File: src/rtl/ddr_frame_pkg.sv
// ddr_frame_pkg: shared types and defaults for the DDR2 frame writer/reader pair
package ddr_frame_pkg;
  localparam int DEF_DATA_W = 64;
  localparam int DEF_ADDR_W = 24;
  localparam int DEF_BANK_W = 2;
  localparam int DEF_BURST_LEN = 4;
  localparam int VGA_H = 640;
  localparam int VGA_V = 480;
  localparam int VGA_PIX_BITS = 8;
  localparam int DEF_FRAME_WORDS = VGA_H * VGA_V * VGA_PIX_BITS / DEF_DATA_W;
  typedef enum logic [1:0] {IDLE, WAIT, BURST} wr_state_t;
endpackage

File: src/rtl/ddr_frame_writer.sv
// ddr_frame_writer: drains the show-ahead pixel FIFO into DDR2 as fixed-length bursts per frame bank
module ddr_frame_writer
  import ddr_frame_pkg::*;
#(
  parameter int DATA_W = DEF_DATA_W,
  parameter int ADDR_W = DEF_ADDR_W,
  parameter int BANK_W = DEF_BANK_W,
  parameter int BURST_LEN = DEF_BURST_LEN,
  parameter int FRAME_WORDS = DEF_FRAME_WORDS
) (
  input  logic              clk,
  input  logic              rst,
  input  logic [BANK_W-1:0] wr_bank,
  input  logic              wr_load,
  input  logic [15:0]       fifo_rdusedw,
  input  logic [DATA_W-1:0] fifo_q,
  output logic              fifo_rdreq,
  input  logic              local_ready,
  output logic              local_write_req,
  output logic              local_burstbegin,
  output logic [ADDR_W-1:0] local_address,
  output logic [2:0]        local_size,
  output logic [DATA_W-1:0] local_wdata,
  output logic              frame_write_done
);
  localparam int OFF_W = ADDR_W - BANK_W;
  localparam int BEAT_W = $clog2(BURST_LEN);
  localparam logic [OFF_W-1:0] STEP = OFF_W'(BURST_LEN);
  localparam logic [OFF_W-1:0] FRAME_END = OFF_W'(FRAME_WORDS);
  wr_state_t state;
  logic [OFF_W-1:0] offset, next_off;
  logic [BEAT_W-1:0] beat_cnt;
  logic load_pend, last_beat, rewind;
  assign next_off = offset + STEP;
  assign fifo_rdreq = local_write_req & local_ready;
  assign last_beat = fifo_rdreq && beat_cnt == BEAT_W'(BURST_LEN - 1);
  assign rewind = load_pend | wr_load;
  assign local_burstbegin = local_write_req && beat_cnt == '0;
  assign local_size = 3'(BURST_LEN);
  assign local_wdata = fifo_q;
  // A load in WAIT takes that cycle to rewind, so a burst never starts from a stale offset
  always_ff @(posedge clk) begin
    if (rst) begin
      state <= IDLE;
      offset <= '0;
      beat_cnt <= '0;
      load_pend <= 1'b0;
      local_write_req <= 1'b0;
      local_address <= '0;
      frame_write_done <= 1'b0;
    end else begin
      case (state)
        IDLE: begin
          state <= WAIT;
          if (wr_load) begin
            offset <= '0;
            frame_write_done <= 1'b0;
          end
        end
        WAIT: begin
          if (wr_load) begin
            offset <= '0;
            frame_write_done <= 1'b0;
          end else if (!frame_write_done && fifo_rdusedw >= 16'(BURST_LEN)) begin
            state <= BURST;
            local_write_req <= 1'b1;
            local_address <= {wr_bank, offset};
          end
        end
        BURST: begin
          if (wr_load) load_pend <= 1'b1;
          if (fifo_rdreq) beat_cnt <= beat_cnt + 1'b1;
          if (last_beat) begin
            state <= WAIT;
            local_write_req <= 1'b0;
            load_pend <= 1'b0;
            offset <= rewind ? '0 : next_off;
            frame_write_done <= !rewind && next_off == FRAME_END;
          end
        end
        default: state <= IDLE;
      endcase
    end
  end
endmodule

File: config.mk
export PLATFORM = sky130hd
export DESIGN_NAME = ddr_frame_writer
export DESIGN_NICKNAME = d
export VERILOG_FILES = /design/src/rtl/ddr_frame_pkg.sv /design/src/rtl/ddr_frame_writer.sv
export SDC_FILE = /design/constraint.sdc
export NUM_CORES = 1
export LEC_CHECK = 0
export ABC_AREA = 1
export CAP_MARGIN = 10
export CORE_MARGIN = 2
export CORE_UTILIZATION = 34
export DETAILED_ROUTE_END_ITERATION = 8
export PLACE_DENSITY = 0.77
export SYNTH_ARGS = -nofsm -noshare
export SYNTH_HDL_FRONTEND = slang
export SYNTH_SLANG_ARGS = --single-unit
File: constraint.sdc
create_clock -name clk -period 1.44 [get_ports clk]
set_input_delay 0.288 -clock clk [delete_from_list [all_inputs] [get_ports clk]]
set_output_delay 0.288 -clock clk [all_outputs]
set_load 0.02 [all_outputs]
# Yosys cells after proc, flatten, opt, wreduce, memory -nomap -nowiden
# Cells that the tools add are included.
dict set report classes {
  mux 17
  eq_ne 8
  order_cmp 1
  addsub 2
  reduce_logical 18
  n_bitwise 3
}
# operator n
set ops {}
lappend ops {{$mux 22} 3}
lappend ops {{$pmux 22 s2} 1}
lappend ops {{$add 22x3->22 const B} 1}
lappend ops {{$eq 22x16->1 const B} 1}
lappend ops {{$ge 16x3->1 const B} 1}
lappend ops {{$reduce_and 3->1} 3}
lappend ops {{$mux 1} 7}
lappend ops {{$mux 2} 3}
lappend ops {{$ne 2x2->1 const B} 3}
lappend ops {{$pmux 2 s3} 1}
lappend ops {{$reduce_bool 2->1} 3}
lappend ops {{$eq 2x2->1 const B} 2}
lappend ops {{$logic_and 1x1->1} 4}
lappend ops {{$logic_not 2->1} 2}
lappend ops {{$pmux 1 s2} 2}
lappend ops {{$reduce_and 2->1} 2}
lappend ops {{$reduce_and 4->1} 1}
lappend ops {{$add 2x1->2 const B} 1}
lappend ops {{$eq 2x1->1 const B} 1}
lappend ops {{$logic_not 1->1} 2}
lappend ops {{$ne 2x1->1 const B} 1}
lappend ops {{$reduce_or 2->1} 1}
lappend ops {{$and 1x1->1} 1}
lappend ops {{$not 1->1} 1}
lappend ops {{$or 1x1->1} 1}
dict set report totals {
  input_bits 86
  out_inout_bits 95
  reg_bits 53
  wordCells 56
}

# Longest topological paths before layout
# Gate-level depths: netlist of the first run.
dict set report depth {
  depth_word 5
  mapped_depth 12
  mapped_depth_nobuf 12
}

# Worst setup path before layout of the first run
# Ideal clock, no wire load.
dict set report synth_timing {
  path_kind {register to register}
  startpoint {register offset[2]}
  endpoint {register frame_write_done}
  setup_ns 0.067
  stages_incl_launch_ff 12
  arrival_ns 1.472
  path_buffers 0
  synth_period_minus_slack_ns 1.540
  slack_ns -0.100
  required_ns 1.373
  cell_sequence {dfxtp_1 ha_1 nand2_1 nor2_4 nand2_2 nor2_1 nor2_1 nor2_1 nand2_1 nor2_1 nand3_1 a21oi_2}
}
dict set report synth_via {
  elab_chain_cells 5
}
# item line_no
set synth_rtl {}
lappend synth_rtl {{start, declared} ddr_frame_writer.sv:31} ;# logic [OFF_W-1:0] offset, next_off;
lappend synth_rtl {{start signal, assigned} ddr_frame_writer.sv:77} ;# offset <= rewind ? '0 : next_off;
lappend synth_rtl {{$add 22x3->22} ddr_frame_writer.sv:34} ;# assign next_off = offset + STEP;
lappend synth_rtl {{$eq 22x16->1} ddr_frame_writer.sv:78} ;# frame_write_done <= !rewind && next_off == FRAME_END;
lappend synth_rtl {{$logic_and 1x1->1} ddr_frame_writer.sv:78}
lappend synth_rtl {{$mux 1} ddr_frame_writer.sv:73} ;# if (last_beat) begin
lappend synth_rtl {{$pmux 1 s2} ddr_frame_writer.sv:52} ;# case (state)
lappend synth_rtl {{end signal, assigned} ddr_frame_writer.sv:50} ;# frame_write_done <= 1'b0;
lappend synth_rtl {{end signal, assigned} ddr_frame_writer.sv:57} ;# frame_write_done <= 1'b0;
lappend synth_rtl {{end signal, assigned} ddr_frame_writer.sv:78}
lappend synth_rtl {{end, declared} ddr_frame_writer.sv:24} ;# output logic frame_write_done
# No other way between the ends. The select of a mux whose other input is x is not followed.
# A chain may end at the register's enable or synchronous reset.

# Final worst setup path of the first run
dict set report layout_timing {
  startpoint {register offset[3]}
  endpoint {register frame_write_done}
}
# Same word-level chain as after synthesis.

==> results of run 1 <==
==> critical path, cell delays in order (launching register included) <==
cell and delay (ps):
dfxtp_4 390, ha_4 170, nand3_1 130, buf_4 170, nand2_1 50, nand2_1 80
nor2_1 120, nand2_1 70, nor2_1 110, nand2_1 60, nor2_1 80, nand3_1 90
a21oi_2 130
==> state kept, by name (all words and copies together) (netlist names) <==
register          count
offset               20
local_address        22
load_pend             1
frame_write_done      1
local_write_req       1
state                 2
beat_cnt              2
==> metrics by stage <==
stage	cells	setup TNS [ps]	worst slack [ps]	power [mW]	instance area, µm²
6_report	608	-2300	-267	2.89	4380
5_1_grt	608	-4660	-423	3.00	4380
4_1_cts	585	-227	-189	2.68	3600
3_5_place_dp	572	-13690	-365	1.90	3460
3_3_place_gp	572	-12650	-336	1.89	3460
2_1_floorplan	448	0	3.24	1.95	3020
==> cells by family (layout without fill, tap and decap cells) <==
kind of cell               count (synthesis)  after routing  synth area share
AOI/OAI and AO/OA                         79             79             0.137
buffers and inverters                    131            183             0.253
adders and majority gates                  3              3            0.0125
and+or+nand+nor                          180            180             0.265
other                                      2              5           0.00251
xor gates and xnor gates                   1              1           0.00293
DFF                                       49             49             0.328
==> cell type report <==
class	count	area, µm²	area share
clock buffer	5	68.8	0.0157
clock inverter	3	22.5	0.00515
inverter	49	184	0.0420
multi-input combinational	268	1690	0.386
sequential	49	1010	0.230
tap	108	135	0.0309
timing repair buffer	126	1270	0.290
==> cells in the final DEF (no fill, tap or decap), types with 2 or more instances in the layout <==
cell type,netlist,routed
nor4_2,0,2
nand3b_1,4,4
o21ai_1,0,2
dfxtp_1,49,36
o21ai_0,28,7
o21ai_4,0,11
clkdlybuf4s50_1,0,10
dlymetal6s2s_1,0,8
dfxtp_4,0,4
o21bai_1,2,2
nor2_1,36,22
a21oi_2,1,21
buf_12,0,6
nand2_2,3,10
nand2_1,97,88
clkbuf_16,0,6
clkbuf_8,0,5
nand4_1,8,8
nand3_4,0,3
nand3_2,2,5
a31oi_1,2,2
clkinvlp_4,0,3
nor2_4,3,8
buf_6,0,9
nor3_1,5,3
inv_1,47,43
nand3_1,18,12
o21ai_2,0,8
nor3_4,0,2
conb_1,2,5
inv_2,2,6
dlygate4sd2_1,0,25
dfxtp_2,0,9
buf_8,0,2
nor2_2,1,10
buf_4,70,59
a21oi_1,45,25
nand2_4,0,2
==> layer usage <==
| layer | routed length [µm] | share of wire | up-vias | track usage |
|---|---|---|---|---|
| met5 | 0 | 0 | - | 0 |
| met4 | 505 | 0.051 | 0 | 0.0791 |
| met3 | 752 | 0.075 | 59 | 0.0208 |
| met2 | 4970 | 0.50 | 174 | 0.248 |
| met1 | 3750 | 0.38 | 1458 | 0.163 |
| li1 | - | - | 1452 | - |
==> how the worst max path moves through the flow <==
stage / end / slack, ps / cells past startpoint
3_5_place_dp: offset[18] / -370 / 8
5_1_grt: frame_write_done / -420 / 11
3_3_place_gp: offset[20] / -340 / 8
2_1_floorplan: frame_write_done / 3 / 11
4_1_cts: frame_write_done / -190 / 11
6_report: frame_write_done / -270 / 12
==> power by group through the flow <==
stage	combinational [mW]	clock [mW]	sequential, mW
global route	0.654	0.904	1.44
global placement	0.421	0	1.47
CTS	0.392	0.855	1.43
floorplan	0.419	0	1.53
finish	0.623	0.833	1.43
detailed placement	0.429	0	1.47
==> repair_timing <==
item | CTS | global route
hold buffers | 0 | 0
buffers inserted | 5 | 13
gates resized for setup | 51 | 146
gates cloned | 0 | 10
setup endpoints to repair | 39 | 46
pin swaps | 12 | 35
==> metrics, run 1 <==
status=complete, but fails checks; failing checks=negative setup slack; Yosys Warn Count=0; Hold WS=444 ps; top-area cell type share of the netlist area=0.328; clock period minus worst slack=1710 ps; Starting Density=0.347; Starting DRT DRC Count=approximately 250; core area=~8600 µm²; clock root buffer=clkbuf_8; most common library cells after synthesis=nand2_1 (97), buf_4 (70), dfxtp_1 (49); period utilization=1.19; final wirelength=between 9 and 10 mm; clock share of power=0.288; leading cell type by number of instances after synthesis=nand2_1; via count=~3100; post-layout worst setup margin=-267 ps; top cells by area, synth=dfxtp_1 (33%), buf_4 (18%), nand2_1 (12%); leakage power=1.81 nW; WP data arrival=between 1500 and 2000 ps; number of synthesized flops with an enable pin=0; setup slack, reg-to-reg=-270 ps; Hold WC Path Type=flip-flop to flip-flop; Post-DP HPWL=about 5 mm; CTS H-tree depth=2; origin of the critical flop-to-flop path=offset[3]; post-DR wirelength/cell=16.4 µm; Gate power share=0.216; worst r2r dst=frame_write_done; fin nets=588; Placer Congestion=0.883; largest net degree at the start of global routing=47; drt pass-1 iters=5; peak supply drop=about 0.33 mV; Hold Startpoint=local_address[3]; Critical Path RT=roughly 1700 ps; global route total overflow=0; number of hold violations in the final report=0; area grow syn2layout=46.2%; Final ANT Viol Nets=0; hold path cells=2; layout cell share with drive strength beyond 1=0.388; main flop type after synthesis=dfxtp_1; Core Util, Final=0.507; Syn Std Cell Area=2990 µm²; number of max-cap violations=0; number of fill cells=just over 700; library cells used by synthesis=28; register area share after synthesis=0.328; CP Capture Type=flip-flop; CTS tree=done; I/O pins=181; n_diodes=0; R2R cell count=12; vias in the first global route=2658; Clock Tree Buf Depth=2; post-synth top area cell=dfxtp_1; first-pass GRT wire length=11.5 mm; GRT Total Usage=0.141; # setup viols final=35; DR vias/cell=5.17; # rows=34; maximum fanout along the worst path=5; Worst Skew=6.94 ps; die area=between 9000 and 10000 µm²; FF+latch count, synth=49; CTS Buf Count=5; P_int=2.03 mW; Die W=97.8 µm; NetSw=0.865 mW; Pwr Density=660 nW/µm²; I/O Buffers=45; RSZ-0062 raised after global routing=true; Setup CP Type=flip-flop to flip-flop; mean post-synth cell area=6.73 µm²; Remaining DRCs=0; Crit. Startpoint=offset[3]; FFs w/ async S/R, synth=0; Clock Latency Late Sink=between 300 and 400 ps; CTS Sinks=49; initial antenna violation count=0; Net Sw Frac=0.299; CP startpoint kind=flip-flop; Clock transition at path regs=around 100 ps; fmax=between 500 and 600 MHz; Hold Path Sink=local_address[3]; max-slew violations=0; sequential share of power=0.496; cells after synthesis=445; DIE HEIGHT=97.8 µm
Power figures use the tool's default switching activity.
==> run 2: changes to the inputs <==
--- a/config.mk
+++ b/config.mk
@@ -11,6 +11,7 @@
 export CORE_UTILIZATION = 34
 export DETAILED_ROUTE_END_ITERATION = 8
 export PLACE_DENSITY = 0.77
+export RECOVER_POWER = 100
 export SYNTH_ARGS = -nofsm -noshare
 export SYNTH_HDL_FRONTEND = slang
 export SYNTH_SLANG_ARGS = --single-unit
==> metrics, run 2 (same netlist as run 1, synthesis figures left out) <==
via count=3131 (-0.38%); final wirelength=9.99 mm (about the same); # rows=34 (unchanged); Core Util, Final=0.505 (-0.00145); I/O pins=181 (unchanged); Reg with most FFs=local_address; period utilization=1.18 (-0.00428); commonest cells after routing, fill and taps aside=nand2_1 (88), buf_4 (59), inv_1 (43); RSZ-0062 raised after global routing=true; most common cell after layout, fill and taps aside=nand2_1; number of fill cells=714 (+0.71%); fmax=588 MHz (+0.36%); Placer Congestion=0.883 (unchanged); DIE HEIGHT=97.8 µm (unchanged); fin nets=588 (unchanged); DR vias/cell=5.15 (-0.38%); origin of the critical flop-to-flop path=offset[3]; layout cell share with drive strength beyond 1=0.380 (-0.00800); CTS H-tree depth=2 (unchanged); status=complete, but fails checks; cell family with most CP delay=simple AND/OR/NAND/NOR gates; Critical Path RT=1690 ps (about the same); max reg flops=22 (unchanged); dpl cell area=3460 µm² (unchanged); Clock Latency Late Sink=310 ps (about the same); peak supply drop=0.327 mV (-0.28%); Starting DRT DRC Count=260 (+5.3%); number of max-cap violations=0 (unchanged); I/O Buffers=45 (unchanged); CP cell instances=ha_4 -> nand2_4 -> nor2_4 -> nand3_4 -> nand2_2 -> nand2_1 -> nor2_2 -> nand2_1 -> nor2_1 -> nand3_1 -> a21oi_2; leakage power=1.81 nW (about the same); clock period minus worst slack=1700 ps (-6.17 ps); Top Registers=local_address (22), offset (20); Clock Tree Buf Depth=2 (unchanged); Setup CP Type=flip-flop to flip-flop; post-DR wirelength/cell=16.4 µm (about the same); Post-DP HPWL=5.11 mm (unchanged); CTS tree=done; n_diodes=0 (unchanged); Top cell by count, worst path=nand2_1; Worst Path Buf+Inv=0 (-1); CP Capture Type=flip-flop; CTS Buf Count=5 (unchanged); setup slack, reg-to-reg=-260 ps (about the same); area grow syn2layout=45.8%; CP max-delay cell=dfxtp_4; die area=9570 µm² (unchanged); Hold Startpoint=local_address[3]; WP data arrival=1950 ps (about the same); max-slew violations=0 (unchanged); core area=8640 µm² (unchanged); Remaining DRCs=0 (unchanged); CTS Sinks=49 (unchanged); setup TNS=-4960 ps (-2660 ps); GRT Total Usage=0.141 (unchanged); initial antenna violation count=0 (unchanged); dpl ws=-365 ps (unchanged); Worst Skew=8.05 ps (+1.11 ps); Die W=97.8 µm (unchanged); Crit path largest cell delay=390 ps (about the same); drt pass-1 iters=6 (+1); CP startpoint kind=flip-flop; vias in the first global route=2658 (unchanged); failing checks=negative setup slack; # setup viols final=44 (+26%); Crit. Startpoint=offset[3]; largest net degree at the start of global routing=47 (unchanged); Pwr Density=660 nW/µm² (about the same); Final ANT Viol Nets=0 (unchanged); finished layout cell area=4360 µm² (-0.29%); number of hold violations in the final report=0 (unchanged); clock root buffer=clkbuf_8; global route total overflow=0 (unchanged); Hold WC Path Type=flip-flop to flip-flop; Starting Density=0.347 (unchanged); maximum fanout along the worst path=5 (unchanged); post-layout worst setup margin=-261 ps (+6.17 ps); first-pass GRT wire length=11.5 mm (unchanged); Clock transition at path regs=100 ps (about the same)
[run 2: area by class of cell]
class | instances | area (µm²) | share of cell area
flip-flops and latches | 49 | 1000 | 0.230
repair buffers | 126 | 1270 | 0.291
clock buffers | 5 | 68.8 | 0.0158
multi-input cells | 268 | 1680 | 0.385
clock inverters | 3 | 22.5 | 0.00516
inverters | 49 | 184 | 0.0421
well taps | 108 | 135 | 0.0310
[run 2: final timing paths]
path	cells past startpoint	endpoint
hold reg to reg	2	local_address[3]
hold / removal	2	local_address[3]
setup / recovery	11	frame_write_done
setup reg to reg	11	frame_write_done
[run 2: power breakdown]
group	internal [mW]	switching, mW	total [mW]
Combinational	0.281	0.339	0.620
Sequential	1.40	0.0307	1.43
Clock	0.341	0.489	0.830
Total	2.02	0.858	2.88
[run 2: worst reg2reg max path: stages (launching register included)]
cell     delay [ps]
dfxtp_4         390
ha_4            170
nand2_4          70
nor2_4          190
nand3_4         140
nand2_2          90
nand2_1          60
nor2_2          120
nand2_1          80
nor2_1          120
nand3_1          90
a21oi_2         130
[run 2: per-layer routing]
layer / share of wire / GRT usage / vias up
li1: - / - / 1451
met1: 0.37 / 0.163 / 1457
met2: 0.50 / 0.248 / 165
met3: 0.079 / 0.0208 / 58
met4: 0.048 / 0.0791 / 0
met5: 0 / 0 / -
[run 2: repair_timing]
action	4_1_cts	5_1_grt
resized for setup	51	146
setup endpoints to repair	39	46
cloned	0	10
setup buffers	5	13
hold buffers	0	0
pin swaps	12	35
[run 2: metrics by stage]
| step | std cells | hold WS (ps) | power, mW |
|---|---|---|---|
| final | 608 | 444 | 2.88 |
| after global routing | 608 | 458 | 3.00 |
| after CTS | 585 | 443 | 2.68 |
| after detailed placement | 572 | 432 | 1.90 |
| after global placement | 572 | 429 | 1.89 |
| after floorplan | 448 | 366 | 1.95 |
==> run 3: changes to the inputs <==
--- a/config.mk
+++ b/config.mk
@@ -10,6 +10,7 @@
 export CORE_MARGIN = 2
 export CORE_UTILIZATION = 34
 export DETAILED_ROUTE_END_ITERATION = 8
+export MAX_ROUTING_LAYER = met4
 export PLACE_DENSITY = 0.77
 export RECOVER_POWER = 100
 export SYNTH_ARGS = -nofsm -noshare
==> metrics, run 3 (same netlist as run 1, synthesis figures left out) <==
failing checks=negative setup slack; max reg flops=22 (unchanged); vias in the first global route=2624 (-1.3%); number of fill cells=766 (+7.3%); Reg with most FFs=local_address; fin nets=586 (-0.34%); Post-DP HPWL=4.99 mm (-2.5%); via count=2995 (-4.3%); Clock Tree Buf Depth=2 (unchanged); first-pass GRT wire length=11.6 mm (+0.78%); Setup CP Type=flip-flop to flip-flop; die area=9570 µm² (unchanged); Starting DRT DRC Count=192 (-26%); CTS Sinks=49 (unchanged); Die W=97.8 µm (unchanged); Clock transition at path regs=100 ps (about the same); peak supply drop=0.401 mV (+23%); status=complete, but fails checks; placed cell count=573 (+0.17%); max-slew violations=0 (unchanged); core area=8640 µm² (unchanged); CTS tree=done; Top Registers=local_address (22), offset (20); hold_buf cts=0 (unchanged); Hold Path Sink=local_address[13]; initial antenna violation count=0 (unchanged); drt pass-1 iters=5 (-1); Clock Latency Late Sink=310 ps (about the same); Critical Path RT=1700 ps (about the same); post-layout worst setup margin=-213 ps (+48.6 ps); post-DR wirelength/cell=14.2 µm (-13%); origin of the critical flop-to-flop path=offset[3]; Hold Startpoint=local_address[13]; Pwr Density=706 nW/µm² (+6.9%); Post-Layout Cell Count=606 (-0.33%); Starting Density=0.347 (unchanged); most common cell after layout, fill and taps aside=nand2_1; maximum fanout along the worst path=5 (unchanged); I/O pins=181 (unchanged); Remaining DRCs=0 (unchanged); number of max-cap violations=0 (unchanged); RSZ-0062 raised after global routing=true; period utilization=1.15 (-0.0338); WP data arrival=1910 ps (-40 ps); CP startpoint kind=flip-flop; GRT Total Usage=0.147 (+0.00627); CTS H-tree depth=2 (unchanged); clock root buffer=clkbuf_8; Hold WC Path Type=flip-flop to flip-flop; Worst Skew=11.1 ps (+3.00 ps); leakage power=1.87 nW (+2.9%); # setup viols final=7 (-84%); I/O Buffers=45 (unchanged); Final ANT Viol Nets=0 (unchanged); CTS Buf Count=5 (unchanged); Overall Power=2.97 mW (+3.1%); area grow syn2layout=40.6%; number of hold violations in the final report=0 (unchanged); largest net degree at the start of global routing=40 (-15%); final wirelength=8.62 mm (-14%); R2R cell count=11 (unchanged); global route total overflow=0 (unchanged); DR vias/cell=4.94 (-4.0%); setup slack, reg-to-reg=-210 ps (+50 ps); DIE HEIGHT=97.8 µm (unchanged); Placer Congestion=0.863 (-2.2%); # rows=34 (unchanged); worst r2r dst=frame_write_done; Hold WS=446 ps (+1.49 ps); CP Capture Type=flip-flop; hold path cells=2 (unchanged); clock period minus worst slack=1650 ps (-48.6 ps); n_diodes=0 (unchanged); layout cell share with drive strength beyond 1=0.359 (-0.0206); Core Util, Final=0.487 (-0.0181); commonest cells after routing, fill and taps aside=nand2_1 (88), buf_4 (60), inv_1 (43); fmax=605 MHz (+2.9%)
[run 3: power breakdown]
part	leakage, nW	internal [mW]	total (mW)	switching [mW]
Sequential	0.408	1.40	1.43	0.0307
Clock	0.0543	0.520	1.01	0.493
Combinational	1.40	0.239	0.531	0.292
Total	1.87	2.16	2.97	0.816
[run 3: critical path, cell delays in order (launching register included)]
cell     delay, ps
dfxtp_4        390
ha_4           180
nand2_4         70
nor2_4         150
nand3_2        120
nand2_1        110
nand2_1         50
nor2_1         110
nand2_1        100
nor2_2         130
nand3_1         90
a21oi_2        110
[run 3: what timing repair did]
| item | in CTS | in global routing |
|---|---|---|
| pin swaps | 7 | 26 |
| setup endpoints to repair | 43 | 45 |
| buffers inserted | 7 | 9 |
| gates resized for setup | 62 | 122 |
| cloned | 3 | 6 |
[run 3: worst max path at each step]
stage	start	end	slack, ps	depth (start not counted)
finish	offset[3]	frame_write_done	-210	11
global route	offset[3]	frame_write_done	-310	12
CTS	offset[3]	frame_write_done	-180	11
detailed placement	local_ready	offset[18]	-390	8
global placement	local_ready	offset[20]	-330	8
floorplan	offset[3]	frame_write_done	3	11
[run 3: layer usage]
metal  routed length (µm)  global-route usage
met1                 3400               0.176
met2                 4340               0.240
met3                  573              0.0251
met4                  304              0.0726
met5                    0                   -
[run 3: stage by stage]
stage	area [µm²]	setup TNS [ps]	worst slack [ps]
after floorplan	3020	0	3.24
after global placement	3460	-12190	-332
after detailed placement	3460	-14040	-390
after CTS	3690	-191	-184
after global routing	4210	-4430	-310
final	4210	-355	-213
[run 3: final cells by class]
cell class,instances,area [µm²],share of cell area
Sequential cell,49,1020,0.242
Inverter,49,184,0.0437
Timing Repair Buffer,124,1190,0.282
Clock inverter,3,46.3,0.0110
Clock buffer,5,68.8,0.0164
Tap cell,108,135,0.0321
Multi-Input combinational cell,268,1570,0.373
